`config.mk`:
```
export PLATFORM = sky130hd
export DESIGN_NAME = riscv_mu_ras_cache_mem
export DESIGN_NICKNAME = d
export VERILOG_FILES = /design/src/rtl/riscv_pkg.sv /design/src/rtl/riscv_rm_write_buffer.sv /design/src/rtl/riscv_mu_ras_cache_mem.sv
export SDC_FILE = /design/constraint.sdc
export NUM_CORES = 2
export LEC_CHECK = 0
export BUFFER_PORTS_ARGS = -buffer_cell sky130_fd_sc_hd__buf_2
export CELL_PAD_IN_SITES_DETAIL_PLACEMENT = 1
export CELL_PAD_IN_SITES_GLOBAL_PLACEMENT = 1
export CORE_MARGIN = 10
export CORE_UTILIZATION = 30
export DETAILED_ROUTE_END_ITERATION = 16
export PLACE_DENSITY_LB_ADDON = 0.2
export SLEW_MARGIN = 20
export SYNTH_ARGS = -nofsm -noshare
export SYNTH_HDL_FRONTEND = slang
export SYNTH_SLANG_ARGS = --single-unit
export TNS_END_PERCENT = 100
```
`constraint.sdc`:
```
create_clock -name clk -period 8.9 [get_ports clk]
set_input_delay 1.78 -clock clk [delete_from_list [all_inputs] [get_ports clk]]
set_output_delay 1.78 -clock clk [all_outputs]
set_load 0.005 [all_outputs]
```
`src/rtl/riscv_pkg.sv`:
```
// Shared types for the RAS spill storage stage: FSM states and write-buffer entries.
package riscv_pkg;

    localparam int RAS_ADDR_WIDTH = 64;
    localparam int RAS_DATA_WIDTH = 64;

    typedef enum logic [1:0] {
        RM_IDLE  = 2'd0,
        RM_RUN   = 2'd1,
        RM_FLUSH = 2'd2
    } ras_mem_state_e;

    typedef struct packed {
        logic [RAS_ADDR_WIDTH-1:0] addr;
        logic [RAS_DATA_WIDTH-1:0] data;
    } ras_wb_entry_t;

endpackage

```
`src/rtl/riscv_rm_write_buffer.sv`:
```
// Circular write buffer with a youngest-match associative lookup port.
module riscv_rm_write_buffer
    import riscv_pkg::*;
#(
    parameter int WB_DEPTH   = 4,
    parameter int ADDR_WIDTH = RAS_ADDR_WIDTH,
    parameter int DATA_WIDTH = RAS_DATA_WIDTH
) (
    input  logic                        clk,
    input  logic                        nreset,
    input  logic                        clear,
    input  logic                        push,
    input  logic [ADDR_WIDTH-1:0]       push_addr,
    input  logic [DATA_WIDTH-1:0]       push_data,
    input  logic                        pop,
    output logic [ADDR_WIDTH-1:0]       head_addr,
    output logic [DATA_WIDTH-1:0]       head_data,
    output logic [$clog2(WB_DEPTH):0]   count,
    output logic                        full,
    input  logic [ADDR_WIDTH-1:0]       lookup_addr,
    output logic                        lookup_hit,
    output logic [DATA_WIDTH-1:0]       lookup_data
);

    localparam int PTR_W = $clog2(WB_DEPTH);
    localparam int CNT_W = PTR_W + 1;

    ras_wb_entry_t      mem [WB_DEPTH];
    ras_wb_entry_t      push_entry;
    logic [PTR_W-1:0]   head_q;
    logic [PTR_W-1:0]   tail_q;
    logic [CNT_W-1:0]   count_q;

    always_comb begin
        push_entry      = '0;
        push_entry.addr = push_addr;
        push_entry.data = push_data;
    end

    always_ff @(posedge clk) begin
        if (push && !clear) begin
            mem[tail_q] <= push_entry;
        end
    end

    // Pointers wrap naturally at WB_DEPTH; the count disambiguates full from empty.
    always_ff @(posedge clk or negedge nreset) begin
        if (!nreset) begin
            head_q  <= '0;
            tail_q  <= '0;
            count_q <= '0;
        end else if (clear) begin
            head_q  <= '0;
            tail_q  <= '0;
            count_q <= '0;
        end else begin
            if (push) begin
                tail_q <= tail_q + 1'b1;
            end
            if (pop) begin
                head_q <= head_q + 1'b1;
            end
            case ({push, pop})
                2'b10:   count_q <= count_q + 1'b1;
                2'b01:   count_q <= count_q - 1'b1;
                default: count_q <= count_q;
            endcase
        end
    end

    // Scan oldest to youngest so the last live match seen wins.
    always_comb begin
        logic [PTR_W-1:0] slot;
        slot        = '0;
        lookup_hit  = 1'b0;
        lookup_data = '0;
        for (int i = 0; i < WB_DEPTH; i++) begin
            slot = head_q + PTR_W'(i);
            if ((CNT_W'(i) < count_q) && (mem[slot].addr == lookup_addr)) begin
                lookup_hit  = 1'b1;
                lookup_data = mem[slot].data;
            end
        end
    end

    assign head_addr = mem[head_q].addr;
    assign head_data = mem[head_q].data;
    assign count     = count_q;
    assign full      = (count_q == CNT_W'(WB_DEPTH));

endmodule

```
`src/rtl/riscv_mu_ras_cache_mem.sv`:
```
// Direct-mapped tagged store for spilled return addresses, fronted by a
// forwarding write buffer, with a walking flush that invalidates every entry.
module riscv_mu_ras_cache_mem
    import riscv_pkg::*;
#(
    parameter int ADDR_WIDTH = 64,
    parameter int DATA_WIDTH = 64,
    parameter int DEPTH      = 16,
    parameter int WB_DEPTH   = 4,
    parameter int FSM_WIDTH  = 2
) (
    input  logic                    clk,
    input  logic                    nreset,
    input  logic                    enable,
    input  logic                    i_flush,
    input  logic                    i_cache_write,
    input  logic                    i_cache_read,
    input  logic [DATA_WIDTH-1:0]   i_cache_wr_data,
    input  logic [ADDR_WIDTH-1:0]   i_cache_wr_addr,
    input  logic [ADDR_WIDTH-1:0]   i_cache_rd_addr,
    output logic                    o_rd_valid,
    output logic                    o_rd_hit,
    output logic [DATA_WIDTH-1:0]   o_rd_data,
    output logic                    o_wb_full,
    output logic                    o_overflow,
    output logic                    o_busy,
    output logic [FSM_WIDTH-1:0]    o_fsm_status
);

    localparam int IDX_W = $clog2(DEPTH);
    localparam int TAG_W = ADDR_WIDTH - IDX_W;
    localparam int CNT_W = $clog2(WB_DEPTH) + 1;

    ras_mem_state_e         state_q;
    ras_mem_state_e         state_d;
    logic [IDX_W-1:0]       flush_ptr_q;
    logic [IDX_W-1:0]       flush_ptr_d;

    logic [DEPTH-1:0]       valid_q;
    logic [TAG_W-1:0]       tag_mem  [DEPTH];
    logic [DATA_WIDTH-1:0]  data_mem [DEPTH];

    logic                   run;
    logic                   wr_req;
    logic                   do_push;
    logic                   do_drain;
    logic                   wb_clear;
    logic                   wb_full;
    logic [CNT_W-1:0]       wb_count;
    logic [ADDR_WIDTH-1:0]  wb_head_addr;
    logic [DATA_WIDTH-1:0]  wb_head_data;
    logic                   wb_lookup_hit;
    logic [DATA_WIDTH-1:0]  wb_lookup_data;

    logic [IDX_W-1:0]       rd_idx;
    logic [TAG_W-1:0]       rd_tag;
    logic [IDX_W-1:0]       drain_idx;
    logic [TAG_W-1:0]       drain_tag;
    logic                   rd_hit_d;
    logic [DATA_WIDTH-1:0]  rd_data_d;

    logic                   rd_valid_q;
    logic                   rd_hit_q;
    logic [DATA_WIDTH-1:0]  rd_data_q;
    logic                   overflow_q;

    // The array is single-ported, so draining only happens in read-free cycles;
    // a flush request discards the buffer instead of draining it.
    assign run      = enable && (state_q == RM_RUN);
    assign wb_clear = run && i_flush;
    assign do_drain = run && !i_flush && !i_cache_read && (wb_count != '0);
    assign wr_req   = run && !i_flush && i_cache_write;
    assign do_push  = wr_req && (!wb_full || do_drain);

    assign rd_idx    = i_cache_rd_addr[IDX_W-1:0];
    assign rd_tag    = i_cache_rd_addr[ADDR_WIDTH-1:IDX_W];
    assign drain_idx = wb_head_addr[IDX_W-1:0];
    assign drain_tag = wb_head_addr[ADDR_WIDTH-1:IDX_W];

    riscv_rm_write_buffer #(
        .WB_DEPTH   (WB_DEPTH),
        .ADDR_WIDTH (ADDR_WIDTH),
        .DATA_WIDTH (DATA_WIDTH)
    ) u_write_buffer (
        .clk         (clk),
        .nreset      (nreset),
        .clear       (wb_clear),
        .push        (do_push),
        .push_addr   (i_cache_wr_addr),
        .push_data   (i_cache_wr_data),
        .pop         (do_drain),
        .head_addr   (wb_head_addr),
        .head_data   (wb_head_data),
        .count       (wb_count),
        .full        (wb_full),
        .lookup_addr (i_cache_rd_addr),
        .lookup_hit  (wb_lookup_hit),
        .lookup_data (wb_lookup_data)
    );

    always_ff @(posedge clk or negedge nreset) begin
        if (!nreset) begin
            state_q     <= RM_IDLE;
            flush_ptr_q <= '0;
        end else begin
            state_q     <= state_d;
            flush_ptr_q <= flush_ptr_d;
        end
    end

    always_comb begin
        state_d     = state_q;
        flush_ptr_d = flush_ptr_q;
        if (enable) begin
            case (state_q)
                RM_IDLE: state_d = RM_RUN;
                RM_RUN: begin
                    if (i_flush) begin
                        state_d     = RM_FLUSH;
                        flush_ptr_d = '0;
                    end
                end
                RM_FLUSH: begin
                    if (i_flush) begin
                        flush_ptr_d = '0;
                    end else if (flush_ptr_q == IDX_W'(DEPTH - 1)) begin
                        state_d     = RM_RUN;
                        flush_ptr_d = '0;
                    end else begin
                        flush_ptr_d = flush_ptr_q + 1'b1;
                    end
                end
                default: begin
                    state_d     = RM_IDLE;
                    flush_ptr_d = '0;
                end
            endcase
        end
    end

    always_ff @(posedge clk or negedge nreset) begin
        if (!nreset) begin
            valid_q <= '0;
        end else if (enable && (state_q == RM_FLUSH)) begin
            valid_q[flush_ptr_q] <= 1'b0;
        end else if (do_drain) begin
            valid_q[drain_idx] <= 1'b1;
        end
    end

    always_ff @(posedge clk) begin
        if (do_drain) begin
            tag_mem[drain_idx]  <= drain_tag;
            data_mem[drain_idx] <= wb_head_data;
        end
    end

    // Forwarded buffer data outranks the array; outside RUN every read misses.
    always_comb begin
        rd_hit_d  = 1'b0;
        rd_data_d = '0;
        if (run && i_cache_read) begin
            if (wb_lookup_hit) begin
                rd_hit_d  = 1'b1;
                rd_data_d = wb_lookup_data;
            end else if (valid_q[rd_idx] && (tag_mem[rd_idx] == rd_tag)) begin
                rd_hit_d  = 1'b1;
                rd_data_d = data_mem[rd_idx];
            end
        end
    end

    always_ff @(posedge clk or negedge nreset) begin
        if (!nreset) begin
            rd_valid_q <= 1'b0;
            rd_hit_q   <= 1'b0;
            rd_data_q  <= '0;
            overflow_q <= 1'b0;
        end else begin
            rd_valid_q <= enable && i_cache_read;
            rd_hit_q   <= rd_hit_d;
            rd_data_q  <= rd_data_d;
            if (wr_req && !do_push) begin
                overflow_q <= 1'b1;
            end
        end
    end

    assign o_rd_valid   = rd_valid_q;
    assign o_rd_hit     = rd_hit_q;
    assign o_rd_data    = rd_data_q;
    assign o_wb_full    = wb_full;
    assign o_overflow   = overflow_q;
    assign o_busy       = (state_q == RM_FLUSH);
    assign o_fsm_status = FSM_WIDTH'(state_q);

endmodule
```
Word-level counts from Yosys, hierarchy flattened
Memories as Yosys holds them, arrays and structs flattened.
Cells that the tools add are included.
- flip-flop bits (word level): 96
- RAM bits: 2496
- input bits: 198
- logic and storage cells: 120
- memories kept: 3
- $add $sub $neg: 7
- $lt $le $gt $ge: 9
- equality and inequality tests: 14
- mux-type cells: 40
- bitwise gates (word level): 4
- reduce and logical (&&, ||, !) cells: 33
- memory list (memory ; words ; bits a word ; read ports ; clocked after memory_dff ; wr ports ; RTL line ; RTL):
    data_mem ; 16 ; 64 ; 1 ; 0 ; 1 ; riscv_mu_ras_cache_mem.sv:41 ; logic [DATA_WIDTH-1:0] data_mem [DEPTH];
    tag_mem ; 16 ; 60 ; 1 ; 0 ; 1 ; riscv_mu_ras_cache_mem.sv:40 ; logic [TAG_W-1:0] tag_mem [DEPTH];
    u_write_buffer.mem ; 4 ; 128 ; 4 ; 0 ; 1 ; riscv_rm_write_buffer.sv:28 ; ras_wb_entry_t mem [WB_DEPTH];
- operator list (operator ; count):
    two-way mux 64 bit ; 7
    == test 64 bit ; 4
    == test 60 bit ; 1
    two-way mux 16 bit ; 2
    logical AND 1 bit ; 19
    AND 16 bit ; 1
    NOT 16 bit ; 1
    bitwise OR 16 bit ; 1
    less-than comparator 4 x 5 -> 1 bit (second input constant) ; 3
    two-way mux 1 bit ; 14
    two-way mux 2 bit ; 7
    two-way mux 4 bit ; 3
    case mux 4 bit (3 select lines) ; 1
    demux 1 bit (select 4 bit) ; 2
    >= comparator 4 x 1 -> 1 bit (second input constant) ; 2
    less-than comparator 1 x 3 -> 1 bit (first input constant) ; 2
    less-than comparator 2 x 3 -> 1 bit (first input constant) ; 2
    case mux 2 bit (3 select lines) ; 1
    case mux 3 bit (2 select lines) ; 1
    nonzero test 2 bit ; 3
    nonzero test 3 bit ; 2
    zero test 1 bit ; 5
    adder 2 x 1 -> 2 bit (second input constant) ; 2
    adder 2 bit (second input constant) ; 2
    other kinds (16) ; 19

Longest topological paths before layout
- depth after elaboration: 10
- gate-level depth with buffers: 20

By module
A second synthesis with hierarchy kept.
- cells, all modules: 6429
- area, all modules: 113440.0 um2
- modules (own cells, without submodules) (module ; times used ; cells an instance ; area each (um2)):
    riscv_mu_ras_cache_mem ; 1 ; 3613 ; 80126.8
    riscv_rm_write_buffer ; 1 ; 2816 ; 33313.2

Worst setup path before layout
Ideal clock, no wire load.
- kind: register to register
- from: reg u_write_buffer.head_q[1]
- to: reg valid_q[2]
- arrival: 8.845 ns
- required time: 8.815 ns
- slack: -0.030 ns
- stages on the path, launching flop included: 17
- path buffers: 11
- clock period less this slack: 8.930 ns
- path through: dfrtp_1 > buf_6 > buf_12 > buf_12 > buf_12 > buf_12 > buf_12 > buf_12 > buf_6 > buf_2 > buf_2 > buf_1 > mux2_2 > o21ai_0 > nand4_1 > nor2_1 > o32a_1
- cells in the longest elaborated chain, start to end: 8
- elaborated cells on any way between the ends: 9
- those cells by class: order compare: 2; mux: 4; bitwise: 1; reduce/logical: 1; memory: 1
- RTL lines (item ; RTL line ; RTL):
    from (decl) ; riscv_rm_write_buffer.sv:30 ; logic [PTR_W-1:0] head_q;
    from (signal assigned) ; riscv_rm_write_buffer.sv:61 ; head_q <= head_q + 1'b1;
    memory read (4 x 128 bit) * ; - ;
    less-than comparator 4 x 5 -> 1 bit (not written as such) or >= comparator 4 x 1 -> 1 bit (tied branches) ; riscv_mu_ras_cache_mem.sv:147 ; valid_q[drain_idx] <= 1'b1;
    logical AND 1 bit (not written as such) ; riscv_mu_ras_cache_mem.sv:147 ;
    two-way mux 1 bit (not written as such) ; riscv_mu_ras_cache_mem.sv:147 ;
    demux 1 bit (select 4 bit) * ; riscv_mu_ras_cache_mem.sv:147 ;
    bitwise OR 16 bit (no source line) * ; - ;
    two-way mux 16 bit * ; riscv_mu_ras_cache_mem.sv:146 ; end else if (do_drain) begin
    two-way mux 16 bit * ; riscv_mu_ras_cache_mem.sv:144 ; end else if (enable && (state_q == RM_FLUSH)) begin
    to (signal assigned) ; riscv_mu_ras_cache_mem.sv:143 ; valid_q <= '0;
    to (signal, indexed assignment) ; riscv_mu_ras_cache_mem.sv:145 ; valid_q[flush_ptr_q] <= 1'b0;
    to (signal, indexed assignment) ; riscv_mu_ras_cache_mem.sv:147 ;
    to (decl) ; riscv_mu_ras_cache_mem.sv:39 ; logic [DEPTH-1:0] valid_q;
Mark *: on every way between the ends. The rest lies on a longest branch, timed or not. The select of a mux whose other input is x is not followed.
A chain may end at the register's enable or synchronous reset.

Worst setup path after layout
- from: reg u_write_buffer.head_q[1]
- to: reg rd_data_q[57] (netlist: o_rd_data[57])
- cells in the longest elaborated chain, start to end: 9
- elaborated cells on any way between the ends: 22
- those cells by class: add/sub: 3; eq/ne: 4; mux: 10; reduce/logical: 4; memory: 1
- RTL lines (item ; RTL line ; RTL):
    adder 2 x 1 -> 2 bit or memory read (4 x 128 bit) (tied branches) ; - ;
    memory read (4 x 128 bit) * ; - ;
    == test 64 bit or logical AND 1 bit (tied branches) ; riscv_rm_write_buffer.sv:79 ; if ((CNT_W'(i) < count_q) && (mem[slot].addr == lookup_addr)) begin
    logical AND 1 bit, or another cell as far along ; riscv_rm_write_buffer.sv:79 ;
    two-way mux 64 bit or two-way mux 1 bit (tied branches) (3 in series) ; riscv_rm_write_buffer.sv:79 ;
    two-way mux 64 bit * ; riscv_mu_ras_cache_mem.sv:163 ; if (wb_lookup_hit) begin
    two-way mux 64 bit * ; riscv_mu_ras_cache_mem.sv:162 ; if (run && i_cache_read) begin
    named net rd_data_d[57] ; riscv_mu_ras_cache_mem.sv:60 ; logic [DATA_WIDTH-1:0] rd_data_d;
    to (signal assigned) ; riscv_mu_ras_cache_mem.sv:182 ; rd_data_q <= rd_data_d;
    to (decl) ; riscv_mu_ras_cache_mem.sv:64 ; logic [DATA_WIDTH-1:0] rd_data_q;
The timed path passes the listed nets; every way through them passes the cells marked *.

==> key figures <==
Die
  – Core Box Area: 379000 µm²
  – Die W: 637 µm
  – # IOs: 269
  – Die Y-Extent: 637 µm
  – Row count: 226
  – Die area: 405000 µm²
  – Effective utilization at floorplan: 0.301

Yosys
  – Top post-synthesis cells by count: edfxtp_1, mux4_2, mux2i_1, nor2_1, nand2_1
  – Yosys reg bits: 2592
  – Post-Syn Nets: 6565
  – Async set-reset flop share out of synthesis: 0.0370
  – Top-area cell type share of the netlist area: 0.657
  – Post-synth EDFFs: 2496
  – Most frequent cell after synthesis: edfxtp_1
  – Top cell type by total area after synthesis: edfxtp_1
  – Dominant synthesized flop cell: edfxtp_1
  – Synthesized cell area: 114000 µm²
  – Synth unique cells: 99
  – Most area-consuming cells after synthesis: edfxtp_1, mux4_2, mux2i_1, mux2_2, dfrtp_1
  – Gate Count Post-Synth: 6355
  – Seq/Total Area, Yosys: 0.678
  – Yosys warning count: 0
  – Mapped Avg Cell Area: 17.9 µm²

Setup path
  – Critical Path End Type: register
  – FF-to-FF End: o_rd_data[57]
  – Reg2reg setup slack: 2.23 ns
  – Worst r2r src: u_write_buffer.head_q[1]
  – Nature of the critical path startpoint: register
  – Crit Path Max Fanout: 59
  – Worst R2R Path Depth: 12
  – CP arrival: 7.44 ns
  – Crit Path Class: reg -> reg
  – CP required: 9.67 ns

STA
  – Final setup fails: 0
  – Endpoints failing hold: 0
  – Final slew viol count: 0
  – Max Fclk: 0.150 GHz
  – RSZ-0062 raised after global routing: no
  – Setup tns final: 0 ns
  – Actual slew at the worst max-slew pin: 1.24 ns
  – Min Tclk post-route: 6.67 ns
  – Final period util: 0.749
  – Headroom to the max-slew limit: 0.150
  – Skew final: 0.0461 ns

Global route
  – Largest net degree at the start of global routing: 105
  – Grt total ovfl: 0
  – Initial antenna violation count: 93
  – First-pass GRT wire length: 581 mm
  – Total GRT Usage: 0.202
  – Vias in the first global route: 68800

Clock network
  – CTS buffer count: 298
  – Hold buffer count at CTS: 0
  – Clk sink count: 2592
  – CTS max path bufs: 4
  – H-tree depth: 5
  – Clk pin slew, worst setup/hold paths: 0.06 ns
  – Root Buffer: clkbuf_16
  – Postcts setup bufs: 0
  – Resized cells post-CTS: 0
  – CTS tree: yes
  – Worst skew pair latency: 0.93 ns

Power
  – Peak VDD IR: 0.154 mV
  – Power density cells: 258 nW/µm²
  – P_leak: 41.1 nW

Job
  – Max_cap viols: 0

Worst hold path
  – Worst hold start: valid_q[0]
  – Hold Path Cell Cnt: 1
  – Hold EP: valid_q[0]
  – HP Class: reg -> reg

Routing
  – Initial DRT Pass Iterations: 6
  – Final WL: 424 mm
  – Post-DRT Antenna Nets: 0
  – Number of DRC markers in iteration 0: 6739
  – Routed via count: 66100
  – Vias per cell: 5.53
  – # DRC: 0
  – Avg WL per Cell: 35.5 µm

Final layout
  – Layout cell share with drive strength beyond 1: 0.274
  – Fin util: 0.347
  – Area delta synth->final: 15.2%
  – Final #Nets: 6896

Placed design
  – Final GP Congestion: 0.952
  – HPWL after DPL: 269 mm
  – I/O Buffers: 268

Status
  – Status: finished, final reports clean
[metal layers]
metal  wire length [µm]  global-route usage  share of wire
met3              21500              0.0262          0.051
met2             202000               0.332           0.48
met1             186000               0.276           0.44
met5                 63                   0        0.00015
met4              15200              0.0676          0.036
[registers in the layout, indices dropped and copies added (netlist names)]
name,cells
o_rd_data,64
u_write_buffer.mem,512
o_fsm_status,2
u_write_buffer.count,3
flush_ptr_q,4
o_rd_hit,1
o_rd_valid,1
tag_mem,960
u_write_buffer.head_q,2
valid_q,16
o_overflow,1
data_mem,1024
u_write_buffer.tail_q,2
[worst max-delay path: stages (launching register included)]
cell       delay [ns]
dfrtp_4          0.94
buf_4            0.70
mux2_2           0.43
a222oi_1         0.73
a22oi_1          0.29
nor3_1           0.20
nand4bb_1        0.12
or4_2            0.69
buf_4            0.31
nand2_2          0.45
buf_4            0.57
o221ai_1         0.28
a221oi_1         0.41
[through the flow]
stage / setup slack [ns] / area [µm²] / power (mW) / std cells / hold WS, ns
global placement: 1.38 / 121000 / 21.7 / 11400 / 0.464
finish: 2.23 / 131000 / 33.9 / 12000 / 0.498
detailed placement: 1.41 / 122000 / 21.9 / 11400 / 0.485
global route: 2.02 / 131000 / 35.1 / 12000 / 0.503
CTS: 2.38 / 131000 / 34.1 / 11900 / 0.498
floorplan: -0.0297 / 114000 / 19.3 / 6355 / 0.460
[area by class of cell]
cell class	instances	area, µm²
Multi-Input combinational cell	3276	34600
Timing Repair Buffer	477	3290
Antenna cell	21	52.6
Fill cell	37800	248000
Clock inverter	141	1420
Clock buffer	399	8140
Inverter	41	174
Tap cell	5016	6280
Sequential cell	2592	77400
[how the worst max path moves through the flow]
stage | start | end | slack (ns)
CTS | u_write_buffer.head_q[1] | o_rd_data[57] | 2.38
global route | u_write_buffer.head_q[1] | o_rd_data[57] | 2.02
finish | u_write_buffer.head_q[1] | o_rd_data[57] | 2.23
global placement | i_cache_rd_addr[0] | o_rd_data[57] | 1.38
detailed placement | i_cache_rd_addr[0] | o_rd_data[57] | 1.41
floorplan | u_write_buffer.head_q[1] | valid_q[2] | -0.03
[placed cells by master, fill, tap and decap left out, drive strengths merged, types with 73 or more instances in the layout]
| cell type | Yosys | layout |
|---|---|---|
| clkinv | 5 | 108 |
| o21ai | 124 | 124 |
| a21oi | 146 | 146 |
| mux2 | 239 | 239 |
| nor2 | 246 | 246 |
| edfxtp | 2496 | 2496 |
| mux4 | 649 | 649 |
| clkbuf | 177 | 399 |
| nand2 | 238 | 238 |
| dfrtp | 96 | 96 |
| mux2i | 427 | 427 |
| nand3 | 100 | 100 |
| buf | 269 | 477 |
| a31oi | 73 | 73 |
| o211ai | 82 | 82 |
| xnor2 | 196 | 196 |
[report_power, final]
group,internal (mW),switching [mW]
Sequential,14.7,0.171
Combinational,2.12,4.74
Clock,7.04,5.14
Total,23.9,10.0
[cell families (layout without fill, tap and decap cells)]
group                    after synthesis  count (layout)  share of synthesized area
other                                  0              21                          0
multiplexers                        1315            1315                      0.190
buffers and inverters                487            1058                     0.0227
flip-flops                          2592            2592                      0.678
AND/OR/NAND/NOR                      864             864                     0.0367
XOR/XNOR                             239             239                     0.0184
AO/OA/AOI/OAI                        846             846                     0.0531
adder cells (fa/ha/maj)               12              12                    0.00132
Power figures use the tool's default switching activity.
